<file path="src/rtl/id_ex_stage_pkg.sv">
// Shared definitions for the ID/EX stage: ALU operation codes, opcodes
// and the decoded entry carried through the stage buffer.
package id_ex_stage_pkg;

    localparam logic [3:0] ALU_AND = 4'b0000;
    localparam logic [3:0] ALU_OR  = 4'b0001;
    localparam logic [3:0] ALU_ADD = 4'b0010;
    localparam logic [3:0] ALU_SUB = 4'b0110;
    localparam logic [3:0] ALU_SLT = 4'b0111;
    localparam logic [3:0] ALU_XOR = 4'b1001;
    localparam logic [3:0] ALU_SLL = 4'b1100;
    localparam logic [3:0] ALU_SRA = 4'b1101;

    localparam logic [6:0] OPC_OP     = 7'b0110011;
    localparam logic [6:0] OPC_OP_IMM = 7'b0010011;

    localparam logic [6:0] F7_BASE = 7'b0000000;
    localparam logic [6:0] F7_ALT  = 7'b0100000;

    typedef struct packed {
        logic [3:0]  ctrl;
        logic [31:0] src1;
        logic [31:0] src2;
        logic [4:0]  rd;
        logic        illegal;
    } entry_t;

endpackage

</file>
<file path="src/rtl/alu_decode.sv">
// Combinational decode of an R-type / I-type ALU instruction into a stage entry.
// Unsupported encodings become an illegal ADD with zeroed operands.
module alu_decode
    import id_ex_stage_pkg::*;
(
    input  logic [31:0] instr,
    input  logic [31:0] rs1_data,
    input  logic [31:0] rs2_data,
    output entry_t      entry
);

    logic [6:0]  opcode;
    logic [6:0]  funct7;
    logic [2:0]  funct3;
    logic        legal;
    logic [3:0]  ctrl;
    logic [31:0] operand2;
    logic        unused_rs1_field;

    assign opcode = instr[6:0];
    assign funct3 = instr[14:12];
    assign funct7 = instr[31:25];
    // Register indices are resolved by the register file, not here.
    assign unused_rs1_field = ^instr[19:15];

    always_comb begin
        legal    = 1'b0;
        ctrl     = ALU_ADD;
        operand2 = rs2_data;
        case (opcode)
            OPC_OP: begin
                case (funct3)
                    3'b000: begin
                        legal = (funct7 == F7_BASE) || (funct7 == F7_ALT);
                        ctrl  = (funct7 == F7_ALT) ? ALU_SUB : ALU_ADD;
                    end
                    3'b111: begin legal = (funct7 == F7_BASE); ctrl = ALU_AND; end
                    3'b110: begin legal = (funct7 == F7_BASE); ctrl = ALU_OR;  end
                    3'b100: begin legal = (funct7 == F7_BASE); ctrl = ALU_XOR; end
                    3'b010: begin legal = (funct7 == F7_BASE); ctrl = ALU_SLT; end
                    3'b001: begin legal = (funct7 == F7_BASE); ctrl = ALU_SLL; end
                    3'b101: begin legal = (funct7 == F7_ALT);  ctrl = ALU_SRA; end
                    default: legal = 1'b0;
                endcase
            end
            OPC_OP_IMM: begin
                operand2 = {{20{instr[31]}}, instr[31:20]};
                case (funct3)
                    3'b000: begin legal = 1'b1; ctrl = ALU_ADD; end
                    3'b111: begin legal = 1'b1; ctrl = ALU_AND; end
                    3'b110: begin legal = 1'b1; ctrl = ALU_OR;  end
                    3'b100: begin legal = 1'b1; ctrl = ALU_XOR; end
                    3'b010: begin legal = 1'b1; ctrl = ALU_SLT; end
                    // Shifts take only the 5-bit shamt; the upper bits select the variant.
                    3'b001: begin
                        operand2 = {27'b0, instr[24:20]};
                        legal    = (funct7 == F7_BASE);
                        ctrl     = ALU_SLL;
                    end
                    3'b101: begin
                        operand2 = {27'b0, instr[24:20]};
                        legal    = (funct7 == F7_ALT);
                        ctrl     = ALU_SRA;
                    end
                    default: legal = 1'b0;
                endcase
            end
            default: legal = 1'b0;
        endcase

        entry    = '0;
        entry.rd = instr[11:7];
        if (legal) begin
            entry.ctrl    = ctrl;
            entry.src1    = rs1_data;
            entry.src2    = operand2;
            entry.illegal = 1'b0;
        end else begin
            entry.ctrl    = ALU_ADD;
            entry.src1    = 32'd0;
            entry.src2    = 32'd0;
            entry.illegal = 1'b1;
        end
    end

endmodule

</file>
<file path="src/rtl/id_ex_stage.sv">
// ID/EX pipeline stage: decodes at the input and buffers decoded entries in a
// 2-deep FIFO whose head drives the ALU operands.
module id_ex_stage
    import id_ex_stage_pkg::*;
(
    input  logic        clk_i,
    input  logic        rst_n,
    input  logic        flush_i,
    input  logic        in_valid_i,
    output logic        in_ready_o,
    input  logic [31:0] instr_i,
    input  logic [31:0] rs1_data_i,
    input  logic [31:0] rs2_data_i,
    output logic        out_valid_o,
    input  logic        out_ready_i,
    output logic [3:0]  ALU_control_o,
    output logic [31:0] src1_o,
    output logic [31:0] src2_o,
    output logic [4:0]  rd_o,
    output logic        illegal_o
);

    entry_t     dec_entry;
    entry_t     mem [2];
    entry_t     head;
    logic       rd_ptr;
    logic       wr_ptr;
    logic [1:0] count;
    logic [1:0] count_next;
    logic       ready_q;
    logic       push;
    logic       pop;

    alu_decode u_decode (
        .instr    (instr_i),
        .rs1_data (rs1_data_i),
        .rs2_data (rs2_data_i),
        .entry    (dec_entry)
    );

    // Handshake: an entry moves only on valid&ready of the same side at a
    // rising edge; valid never depends on ready, and in_ready is a register.
    assign push        = in_valid_i & ready_q;
    assign pop         = out_valid_o & out_ready_i;
    assign out_valid_o = (count != 2'd0);
    assign in_ready_o  = ready_q;

    always_comb begin
        count_next = count;
        if (flush_i) begin
            count_next = 2'd0;
        end else begin
            count_next = count + {1'b0, push} - {1'b0, pop};
        end
    end

    always_ff @(posedge clk_i or negedge rst_n) begin
        if (!rst_n) begin
            count   <= 2'd0;
            ready_q <= 1'b0;
            rd_ptr  <= 1'b0;
            wr_ptr  <= 1'b0;
            for (int i = 0; i < 2; i++) begin
                mem[i] <= '0;
            end
        end else begin
            count   <= count_next;
            ready_q <= (count_next != 2'd2);
            if (flush_i) begin
                rd_ptr <= 1'b0;
                wr_ptr <= 1'b0;
            end else begin
                if (push) begin
                    mem[wr_ptr] <= dec_entry;
                    wr_ptr      <= ~wr_ptr;
                end
                if (pop) begin
                    rd_ptr <= ~rd_ptr;
                end
            end
        end
    end

    // Data outputs read as zero whenever nothing is presented.
    assign head          = out_valid_o ? mem[rd_ptr] : '0;
    assign ALU_control_o = head.ctrl;
    assign src1_o        = head.src1;
    assign src2_o        = head.src2;
    assign rd_o          = head.rd;
    assign illegal_o     = head.illegal;

endmodule

</file>
<file path="config.mk">
export PLATFORM = sky130hd
export DESIGN_NAME = id_ex_stage
export DESIGN_NICKNAME = d
export VERILOG_FILES = /design/src/rtl/id_ex_stage_pkg.sv /design/src/rtl/alu_decode.sv /design/src/rtl/id_ex_stage.sv
export SDC_FILE = /design/constraint.sdc
export NUM_CORES = 1
export LEC_CHECK = 0
export ABC_CLOCK_PERIOD_IN_PS = 3000
export CAP_MARGIN = 20
export CORE_MARGIN = 2
export CORE_UTILIZATION = 50
export CTS_CLUSTER_SIZE = 12
export DETAILED_ROUTE_END_ITERATION = 8
export PLACE_DENSITY = 0.8
export SLEW_MARGIN = 15
export SYNTH_ARGS = -nofsm -noshare
export SYNTH_HDL_FRONTEND = slang
export SYNTH_SLANG_ARGS = --single-unit
</file>
<file path="constraint.sdc">
create_clock -name clk_i -period 3 [get_ports clk_i]
set_input_delay 0.9 -clock clk_i [delete_from_list [all_inputs] [get_ports clk_i]]
set_output_delay 0.9 -clock clk_i [all_outputs]
set_load 0.01 [all_outputs]
</file>
======== After elaboration in Yosys (flattened, before gate mapping) ========
Cells that the tools add are included.
W data, S select, Z words.
storage, ports and cells
  latch bits .............................. 0
  input bits .............................. 101
  word-level logic and storage cells ...... 70
  ROM bits ................................ 0
  flip-flop bits (word level) ............. 153
  bits in writable memories ............... 0
  memories ................................ 0
operators by class
  divide/modulo/power cells ............... 0
  magnitude comparators ................... 3
  multiply operators ...................... 0
  multiplexer cells ....................... 23
  equality and inequality tests ........... 10
  bitwise logic cells ..................... 7
  add/subtract/negate cells ............... 2
  shifts and indexed selects .............. 0
  reduce and logical (&&, ||, !) cells .... 11
operators by type and width
  cell                  count
  $mux W74              5
  $bwmux W148           1
  $demux W74 S1         1
  $mux W68              1
  $mux W32              2
  $pmux W4 S7           1
  $pmux W4 S6           1
  $eq A7 B6 Y1 const B  2
  $eq A3 B3 Y1 const B  4
  $reduce_or A5 Y1      2
  $pmux W4 S2           1
  $eq A7 B5 Y1 const B  1
  $logic_not A7 Y1      1
  $pmux W1 S3           2
  $reduce_bool A2 Y1    3
  $mux W1               5
  $ge A2 B2 Y1 const B  2
  $not A1 Y2            2
  $eq A3 B1 Y1 const B  1
  $eq A3 B2 Y1 const B  1
  $logic_not A3 Y1      1
  $mux W3               1
  $not A1 Y1            3
  $add A2 B1 Y2         1
  10 further kinds      11

======== Longest topological paths before layout ========
Gate-level depths: netlist of run 1.
  depth in word-level cells ............... 6
  gate-level depth with buffers ........... 8
  mapped depth without buffers ............ 8

======== Modules after synthesis ========
Synthesis of run 1 repeated with hierarchy kept, for this count alone.
second synthesis, totals
  cells, all modules ...................... 669
  area, all modules ....................... 8339.2 um2
modules (own cells, without submodules)
  module       instances  cells each  area each (um2)  seq. area each (um2)
  id_ex_stage  1          501         7205.7           3828.7
  alu_decode   1          168         1133.6           0.0

======== Least setup slack after synthesis of run 1 ========
No wires, ideal clock.
  kind .................................... input port to flip-flop
  start ................................... input instr_i[31]
  end ..................................... register mem[15] (netlist name)
  stages on the path ...................... 7
  slack ................................... 494 ps
  library setup time ...................... 95 ps
  buffers on the path ..................... 2
  data arrival time ....................... 2411 ps
  required time ........................... 2905 ps
  path through ............................ or4_4 nor3_2 and4_1 a31oi_1 buf_6 buf_2 o31ai_1
between the ends
  longest elaborated chain between the ends .. 6
ends and longest elaborated chain
  item                                                     RTL line           RTL
  start: declaration                                       id_ex_stage.sv:11  input logic [31:0] instr_i,
  $eq A7 B6 Y1 / $logic_not A7 Y1 (equally long branches)  --
  $logic_or A1 B1 Y1                                       alu_decode.sv:34   legal = (funct7 == F7_BASE) || (funct7 == F7_ALT);
  $pmux W1 S3                                              alu_decode.sv:32   case (funct3)
  $pmux W1 S2 *                                            alu_decode.sv:30   case (opcode)
  $mux W68 *                                               alu_decode.sv:73   if (legal) begin
  $bwmux W148 *                                            id_ex_stage.sv:74  mem[wr_ptr] <= dec_entry;
  end signal: indexed assignment                           id_ex_stage.sv:74
  end: declaration                                         id_ex_stage.sv:24  entry_t mem [2];
Mark *: on every way between the ends. The rest lies on a longest branch, timed or not.
A chain may end at the register's enable or synchronous reset.

======== Worst setup path after layout of run 1 ========
  start ................................... register rd_ptr
  end ..................................... output src2_o[31]
between the ends
  longest elaborated chain between the ends .. 5
ends and longest elaborated chain
  item                                         RTL line           RTL
  start: declaration                           id_ex_stage.sv:26  logic rd_ptr;
  start signal: assignment                     id_ex_stage.sv:78  rd_ptr <= ~rd_ptr;
  $not A1 Y2 (implied by the code)             id_ex_stage.sv:85  assign head = out_valid_o ? mem[rd_ptr] : '0;
  $mux W74 (implied by the code) (3 in a row)  id_ex_stage.sv:85
  $mux W74                                     id_ex_stage.sv:85
  end: declaration                             id_ex_stage.sv:18  output logic [31:0] src2_o,
No other way between the ends. The select of a mux whose other input is x is not followed.

==> results.yml, run 1 <==
sta:
  max_slew_margin: 0.6470
  finClkSkew_ps: 4.232
  max_freq_ghz: 0.3408
  period_needed_ps: 2934
  fin_ws_ps: 66.01
  tns_ps: 0
  slew_viol_final: 0
  tightest_slew_ps: 529.4
  setup_violations: 0
  whs_ps: 433.3
  finalCritPeriodShare: 0.9780
  rsz0062_at_grt: "no"
  hold_violations: 0
placement:
  gp_congestion: 0.7839
  numPortBuffers: 171
  dpl.hpwl_um: 12470
  dp_slack_ps: -183.5
yosys:
  synth_top_area_frac: 0.5141
  syn_nets: 939
  synthCells: 836
  synth_edf_count: 0
  synth-seq-cells: 153
  synthTopCellsByCount: "nand2_1 (234), dfrtp_1 (153), nor2_1 (103), mux2i_1 (79), o31ai_1 (67)"
  synth.distinct_cells: 39
  ys_seq_area_frac: 0.5141
  synth_flop_cell: "dfrtp_1"
  yosysWarnings: 0
  yosysMostFrequentCell: "nand2_1"
  avgSynthCellArea_um2: 8.908
  synth_area_leader_cell: "dfrtp_1"
  ys_top_cells_by_area: "dfrtp_1 (51%), nand2_1 (12%), mux2i_1 (11%), o31ai_1 (6.8%), nor2_1 (5.2%)"
  netlist_area_um2: 7447
  ys_async_sr_fraction: 1.000
power_and_ir_drop:
  p_leak_uw: 0.004284
  p_per_area_nw_per_um2: 599.1
  peakVddDrop_uv: 422.1
  intPower_uw: 4241
  p_comb_frac: 0.272
  power_frac_seq: 0.368
  power_frac_clock: 0.360
  p_total_uw: 6153
  switching_share: 0.3108
  p_switching_uw: 1912
final_layout:
  finish.utilization: 0.7066
  diodes: 0
  area_growth_syn_to_layout_pct: 37.90
  drive_gt1_frac: 0.08416
  nNetsFinal: 1100
grt:
  grt.busiest_layer: "met2"
  grt_pass1_vias: 6434
  use_met2: 0.4314
  grt_pass1_wl_um: 32220
  grt_start_max_net_pins: 57
  use_met3: 0.04376
  overflow: 0
  antenna_found_initial: 0
  use_met1: 0.3220
  grt_usage: 0.2531
clock_network:
  clk_pin_slew_worst_paths_ps: 60
  cts_htree_levels: 4
  tritoncts: "yes"
  clock_latency_ps: 420
  cts.sinks: 153
  clockBufferDepth: 2
  cts_hold_buffers: 0
  numCtsBuffers: 17
  cts_root_buf: "clkbuf_16"
critical_path:
  r2r_start: "count[1]"
  r2r_cells: 9
  end_kind: "output port"
  max_stage_delay_ps: 560
  reg2reg_to: "in_ready_o"
  start_kind: "register"
  cp_slowest_cell: "clkdlybuf4s50_1"
  r2r_slack_ps: 710
  required_ps: 2100
  arrival_ps: 2030
  critPathKind: "reg2out"
  cp_cell_sequence: "buf_12 -> mux2i_1 -> nor2_1 -> clkdlybuf4s50_1"
  path_max_fanout: 32
routing:
  routed_wl_um: 19800
  drtIter0Drc: 496
  wire_per_inst_um: 16.58
  final_antenna_net_count: 0
  first_pass_iters: 5
  drc: 0
  vias_per_cell: 5.474
  num_vias: 6536
flow_run:
  cap_violations: 0
floorplan:
  coreArea_um2: 14530
  num_rows: 44
  num_io_pins: 177
  dieWidth_um: 126.0
  dieArea_um2: 15890
  start_util: 0.5124
  die_y_um: 126.0
worst_hold_path:
  hold_class: "in2async"
outcome:
  status: "complete, no violations"
## final cells by class
class                   count  area, um2
flip-flops and latches    153       3832
well taps                 184      230.2
multi-input cells         610       3376
clock inverters            12      147.6
inverters                   4      15.01
fillers                  1134       4264
clock buffers              20      466.7
repair buffers            211       2202
## kinds of logic (layout without fill, tap and decap cells)
| family | count (synthesis) | after routing | share of synthesized area |
|---|---|---|---|
| AND/OR/NAND/NOR | 369 | 369 | 0.1977 |
| AO/OA/AOI/OAI | 154 | 154 | 0.1322 |
| XOR/XNOR | 4 | 4 | 0.004705 |
| adder cells (fa/ha/maj) | 2 | 2 | 0.003360 |
| buffers and inverters | 73 | 247 | 0.03864 |
| flip-flops | 153 | 153 | 0.5141 |
| multiplexers | 81 | 81 | 0.1092 |
## cell usage in the layout (no fill, tap or decap), types with 2 or more instances in the layout
cell type,n
clkbuf_8,3
mux2i_1,79
a21oi_1,7
ha_1,2
o21ai_1,2
and3_1,6
buf_12,11
o22a_1,2
o41ai_1,2
o31ai_1,67
inv_1,4
nor2_1,102
clkdlybuf4s50_1,166
and2_1,3
o21ai_0,66
nor3_2,3
nand2_1,233
nor3_1,4
nor2b_1,4
dfrtp_1,152
clkinvlp_4,5
dlymetal6s2s_1,4
clkinv_2,4
nand3_1,2
clkbuf_16,18
xnor2_1,2
bufinv_16,3
mux2_2,2
nor3b_1,2
buf_6,2
buf_4,26
nand2b_1,3
xor2_1,2
## worst max-delay path: cells and delay by family, from the launching register on
kind | cells | cell delay (ps)
simple gates | 1 | 150
flops | 1 | 530
mux | 1 | 140
buf+inv | 2 | 770
## metal layers
layer  up-vias  wire, um
li1       3139         -
met1      3160      8325
met2       202     10090
met3        35       931
met4         0       453
met5         -         0
## timing repair
item,4_1_cts,5_1_grt
setup endpoints to repair,0,8
setup buffers,0,0
resized for setup,0,6
## worst max-delay path by stage
stage / from / to / slack [ps] / cells past startpoint
after floorplan: instr_i[31] / mem[15] / 490 / 7
after detailed placement: instr_i[31] / mem[118] / -180 / 6
final: rd_ptr / src2_o[31] / 70 / 4
after global placement: instr_i[31] / mem[41] / -110 / 6
after CTS: rd_ptr / illegal_o / 40 / 4
after global routing: rd_ptr / src2_o[31] / 8 / 4
## stage by stage
step	cell area (um2)	instances
6_report	10270	1194
5_1_grt	10270	1194
4_1_cts	10220	1193
3_5_place_dp	9609	1161
3_3_place_gp	9609	1161
2_1_floorplan	7447	836
## flip-flops by register name (all words and copies together) (netlist names)
register	cells
wr_ptr	1
count	2
mem	148
in_ready_o	1
rd_ptr	1
## power groups by stage
stage	sequential (uW)	clock, uW	combinational, uW
after global placement	2290	0	1610
after floorplan	2260	0	930
after CTS	2260	2230	1640
final	2270	2210	1670
after global routing	2280	2330	1800
after detailed placement	2290	0	1630
No activity file was read; power rests on OpenSTA's default activity.
==> run 2: changes to the inputs <==
--- a/config.mk
+++ b/config.mk
@@ -7,6 +7,7 @@
 export LEC_CHECK = 0
 export ABC_CLOCK_PERIOD_IN_PS = 3000
 export CAP_MARGIN = 20
+export CORE_ASPECT_RATIO = 1.1
 export CORE_MARGIN = 2
 export CORE_UTILIZATION = 50
 export CTS_CLUSTER_SIZE = 12
==> results.yml, run 2 (same netlist as run 1, synthesis figures left out) <==
sta:
  max_slew_margin: 0.5791
  setup_violations: 0
  hold_violations: 0
  max_freq_ghz: 0.3403
  period_needed_ps: 2939
  finClkSkew_ps: 4.002
  tightest_slew_ps: 631.4
  slew_viol_final: 0
  rsz0062_at_grt: "no"
  finalCritPeriodShare: 0.9795
clock_network:
  clock_latency_ps: 420
  clk_pin_slew_worst_paths_ps: 60
  cts_root_buf: "clkbuf_16"
  cts.sinks: 153
  numCtsBuffers: 17
  tritoncts: "yes"
  clockBufferDepth: 2
  post-cts-setup-buffers: 0
  cts_htree_levels: 4
placement:
  place_area_um2: 9619
  numPortBuffers: 171
  gp_congestion: 0.7683
  dpl.hpwl_um: 12610
power_and_ir_drop:
  power_frac_clock: 0.361
  p_comb_frac: 0.269
  power_frac_seq: 0.370
  switching_share: 0.3032
  intPower_uw: 4259
  p_per_area_nw_per_um2: 595.2
  p_total_uw: 6111
  p_switching_uw: 1853
  p_leak_uw: 0.004249
  peakVddDrop_uv: 452.0
routing:
  routed_wl_um: 18970
  num_vias: 6472
  vias_per_cell: 5.384
  drc: 0
  final_antenna_net_count: 0
  wire_per_inst_um: 15.78
  first_pass_iters: 5
  drtIter0Drc: 386
floorplan:
  num_rows: 46
  num_io_pins: 177
  coreArea_um2: 14500
  die_y_um: 132
  dieWidth_um: 120.4
  start_util: 0.5135
  dieArea_um2: 15890
final_layout:
  drive_gt1_frac: 0.08119
  largestRegisters: "mem x148, count x2"
  largest_reg_flops: 148
  top_register: "mem"
  fillers: 1167
  area_growth_syn_to_layout_pct: 37.89
  nNetsFinal: 1100
  final_common_cell: "nand2_1"
  diodes: 0
  final_area_um2: 10270
  final_cell_mix: "nand2_1 (233), clkdlybuf4s50_1 (168), dfrtp_1 (152)"
  finish.utilization: 0.7080
critical_path:
  required_ps: 2100
  arrival_ps: 2040
  path_max_fanout: 46
  end_kind: "output port"
  critPathKind: "reg2out"
  start_kind: "register"
grt:
  grt_usage: 0.2495
  grt_start_max_net_pins: 63
  antenna_found_initial: 0
  overflow: 0
  grt_pass1_vias: 6563
  grt_pass1_wl_um: 31980
worst_hold_path:
  hold_class: "in2async"
flow_run:
  cap_violations: 0
outcome:
  status: "complete, no violations"
-- run 2: final cells by class --
class / count / area, um2 / share of cell area
Sequential cell: 153 / 3832 / 0.3732
Clock buffer: 20 / 436.7 / 0.04252
Timing Repair Buffer: 211 / 2193 / 0.2136
Inverter: 4 / 15.01 / 0.001462
Clock inverter: 12 / 175.2 / 0.01706
Tap cell: 192 / 240.2 / 0.02339
Multi-Input combinational cell: 610 / 3376 / 0.3287
-- run 2: layer usage --
| layer | global-route usage | up-vias | share of wire |
|---|---|---|---|
| li1 | - | 3135 | - |
| met3 | 0.04369 | 39 | 0.038 |
| met1 | 0.3150 | 3116 | 0.43 |
| met4 | 0.1027 | 0 | 0.026 |
| met5 | 0 | - | 0 |
| met2 | 0.4234 | 182 | 0.51 |
-- run 2: metrics by stage --
step	hold slack (ps)	instances	setup slack (ps)	TNS, ps
CTS	476.7	1201	27.68	0
global placement	458.1	1169	-95.64	-3701
global route	496.2	1202	6.806	0
detailed placement	462.8	1169	-131.3	-5121
floorplan	442.5	836	493.6	0
finish	469.2	1202	61.46	0
-- run 2: critical path: stages (launching register included) --
cell,delay [ps]
dfrtp_1,400
nor2_4,300
buf_12,290
nor2_1,120
clkdlybuf4s50_1,500
-- run 2: path summary, 6_finish.rpt --
kind	startpoint	to	slack (ps)	cells after the start
setup / recovery	count[0]	src2_o[13]	60	4
hold / removal	rst_n	mem[10]	470	1
setup reg to reg	count[0]	in_ready_o	640	9
hold reg to reg	mem[78]	mem[78]	470	2
max in group asynchronous	rst_n	mem[24]	1880	2
min in group clk_i	mem[78]	mem[78]	470	2
-- run 2: repair_timing --
action                                 4_1_cts  5_1_grt
hold buffers                                 0        0
setup endpoints to repair                    0        7
endpoints found under the hold margin        0        0
gates resized for setup                      0        3
-- run 2: power by group through the flow --
stage	clock network (uW)	logic, uW	registers [uW]
after floorplan	0	930	2260
after global placement	0	1610	2280
after detailed placement	0	1620	2290
after CTS	2230	1620	2260
after global routing	2330	1780	2280
final	2210	1640	2260
==> run 3: changes to the inputs <==
--- a/config.mk
+++ b/config.mk
@@ -8,7 +8,7 @@
 export ABC_CLOCK_PERIOD_IN_PS = 3000
 export CAP_MARGIN = 20
 export CORE_ASPECT_RATIO = 1.1
-export CORE_MARGIN = 2
+export CORE_MARGIN = 3
 export CORE_UTILIZATION = 50
 export CTS_CLUSTER_SIZE = 12
 export DETAILED_ROUTE_END_ITERATION = 8
==> results.yml, run 3 (same netlist as run 1, synthesis figures left out) <==
critical_path:
  path_max_fanout: 25
  start_kind: "register"
  end_kind: "output port"
  r2r_slack_ps: 800
  required_ps: 2100
  crit_path_start: "rd_ptr"
  r2r_start: "count[1]"
  critPathKind: "reg2out"
  r2r_cells: 9
  reg2reg_to: "in_ready_o"
  arrival_ps: 2060
routing:
  drtIter0Drc: 487
  vias_per_cell: 5.345
  routed_wl_um: 19240
  drc: 0
  wire_per_inst_um: 16.04
  first_pass_iters: 5
  final_antenna_net_count: 0
  num_vias: 6409
placement:
  dpl.hpwl_um: 12400
  numPortBuffers: 171
  dp_slack_ps: -124.8
  gp_congestion: 0.7785
final_layout:
  nNetsFinal: 1097
  fillers: 1152
  area_growth_syn_to_layout_pct: 37.67
  top_register: "mem"
  final_cell_mix: "nand2_1 (233), clkdlybuf4s50_1 (165), dfrtp_1 (152)"
  drive_gt1_frac: 0.08143
  largestRegisters: "mem x148, count x2"
  finish.utilization: 0.7069
  diodes: 0
  final_common_cell: "nand2_1"
  largest_reg_flops: 148
power_and_ir_drop:
  peakVddDrop_uv: 469.6
  p_total_uw: 6194
  p_leak_uw: 0.004227
  p_per_area_nw_per_um2: 604.1
sta:
  max_freq_ghz: 0.3384
  slew_viol_final: 0
  tns_ps: 0
  setup_violations: 0
  finalCritPeriodShare: 0.9851
  tightest_slew_ps: 525.1
  hold_violations: 0
  max_slew_margin: 0.6500
  fin_ws_ps: 44.71
  rsz0062_at_grt: "no"
  period_needed_ps: 2955
  finClkSkew_ps: 3.668
floorplan:
  coreArea_um2: 14500
  start_util: 0.5135
  num_io_pins: 177
  die_y_um: 134
  dieWidth_um: 122.4
  num_rows: 46
  dieArea_um2: 16400
clock_network:
  clockBufferDepth: 2
  post-cts-setup-buffers: 0
  cts_htree_levels: 4
  clock_latency_ps: 420
  clk_pin_slew_worst_paths_ps: 60
  cts_root_buf: "clkbuf_16"
  cts.sinks: 153
  post_cts_resized: 7
  tritoncts: "yes"
  numCtsBuffers: 17
  cts_hold_buffers: 0
grt:
  overflow: 0
  grt_start_max_net_pins: 95
  antenna_found_initial: 0
  grt_pass1_wl_um: 31410
  grt_pass1_vias: 6274
  grt_usage: 0.2414
flow_run:
  cap_violations: 0
outcome:
  status: "complete, no violations"
worst_hold_path:
  hold_class: "in2async"
==> run 3: worst max-delay path by stage <==
stage | slack (ps) | end
finish | 40 | src1_o[25]
detailed placement | -120 | mem[45]
global route | 2 | src1_o[25]
global placement | -70 | mem[114]
CTS | 20 | src1_o[25]
floorplan | 490 | mem[15]
==> run 3: layout make-up <==
| cell class | instances | area (um2) | share of cell area |
|---|---|---|---|
| clock buffer | 17 | 425.4 | 0.04149 |
| clock inverter | 15 | 201.4 | 0.01965 |
| inverter | 4 | 15.01 | 0.001464 |
| multi-input combinational | 610 | 3376 | 0.3293 |
| sequential | 153 | 3832 | 0.3738 |
| tap | 192 | 240.2 | 0.02343 |
| timing repair buffer | 208 | 2162 | 0.2109 |
==> run 3: worst max-delay path, cell delays in order, from the launching register on <==
cell	delay, ps
dfrtp_4	540
buf_16	210
mux2i_1	140
nor2_1	160
clkdlybuf4s50_1	570
==> run 3: power by group <==
part           internal [uW]  switching, uW  total, uW
sequential              2180           83.5       2260
combinational            718            971       1690
clock                   1390            852       2240
==> run 3: stage by stage <==
stage | std cells | instance area, um2 | hold WS, ps
2_1_floorplan | 836 | 7447 | 442.5
3_3_place_gp | 1166 | 9597 | 457.0
3_5_place_dp | 1166 | 9597 | 461.4
4_1_cts | 1199 | 10250 | 257.7
5_1_grt | 1199 | 10250 | 258.8
6_report | 1199 | 10250 | 276.5
==> run 3: routing by layer <==
metal | up-vias | GRT usage | share of wire
li1 | 3137 | - | -
met1 | 3071 | 0.3098 | 0.42
met2 | 171 | 0.4122 | 0.52
met3 | 30 | 0.03712 | 0.041
met4 | 0 | 0.09085 | 0.022
met5 | - | 0 | 0
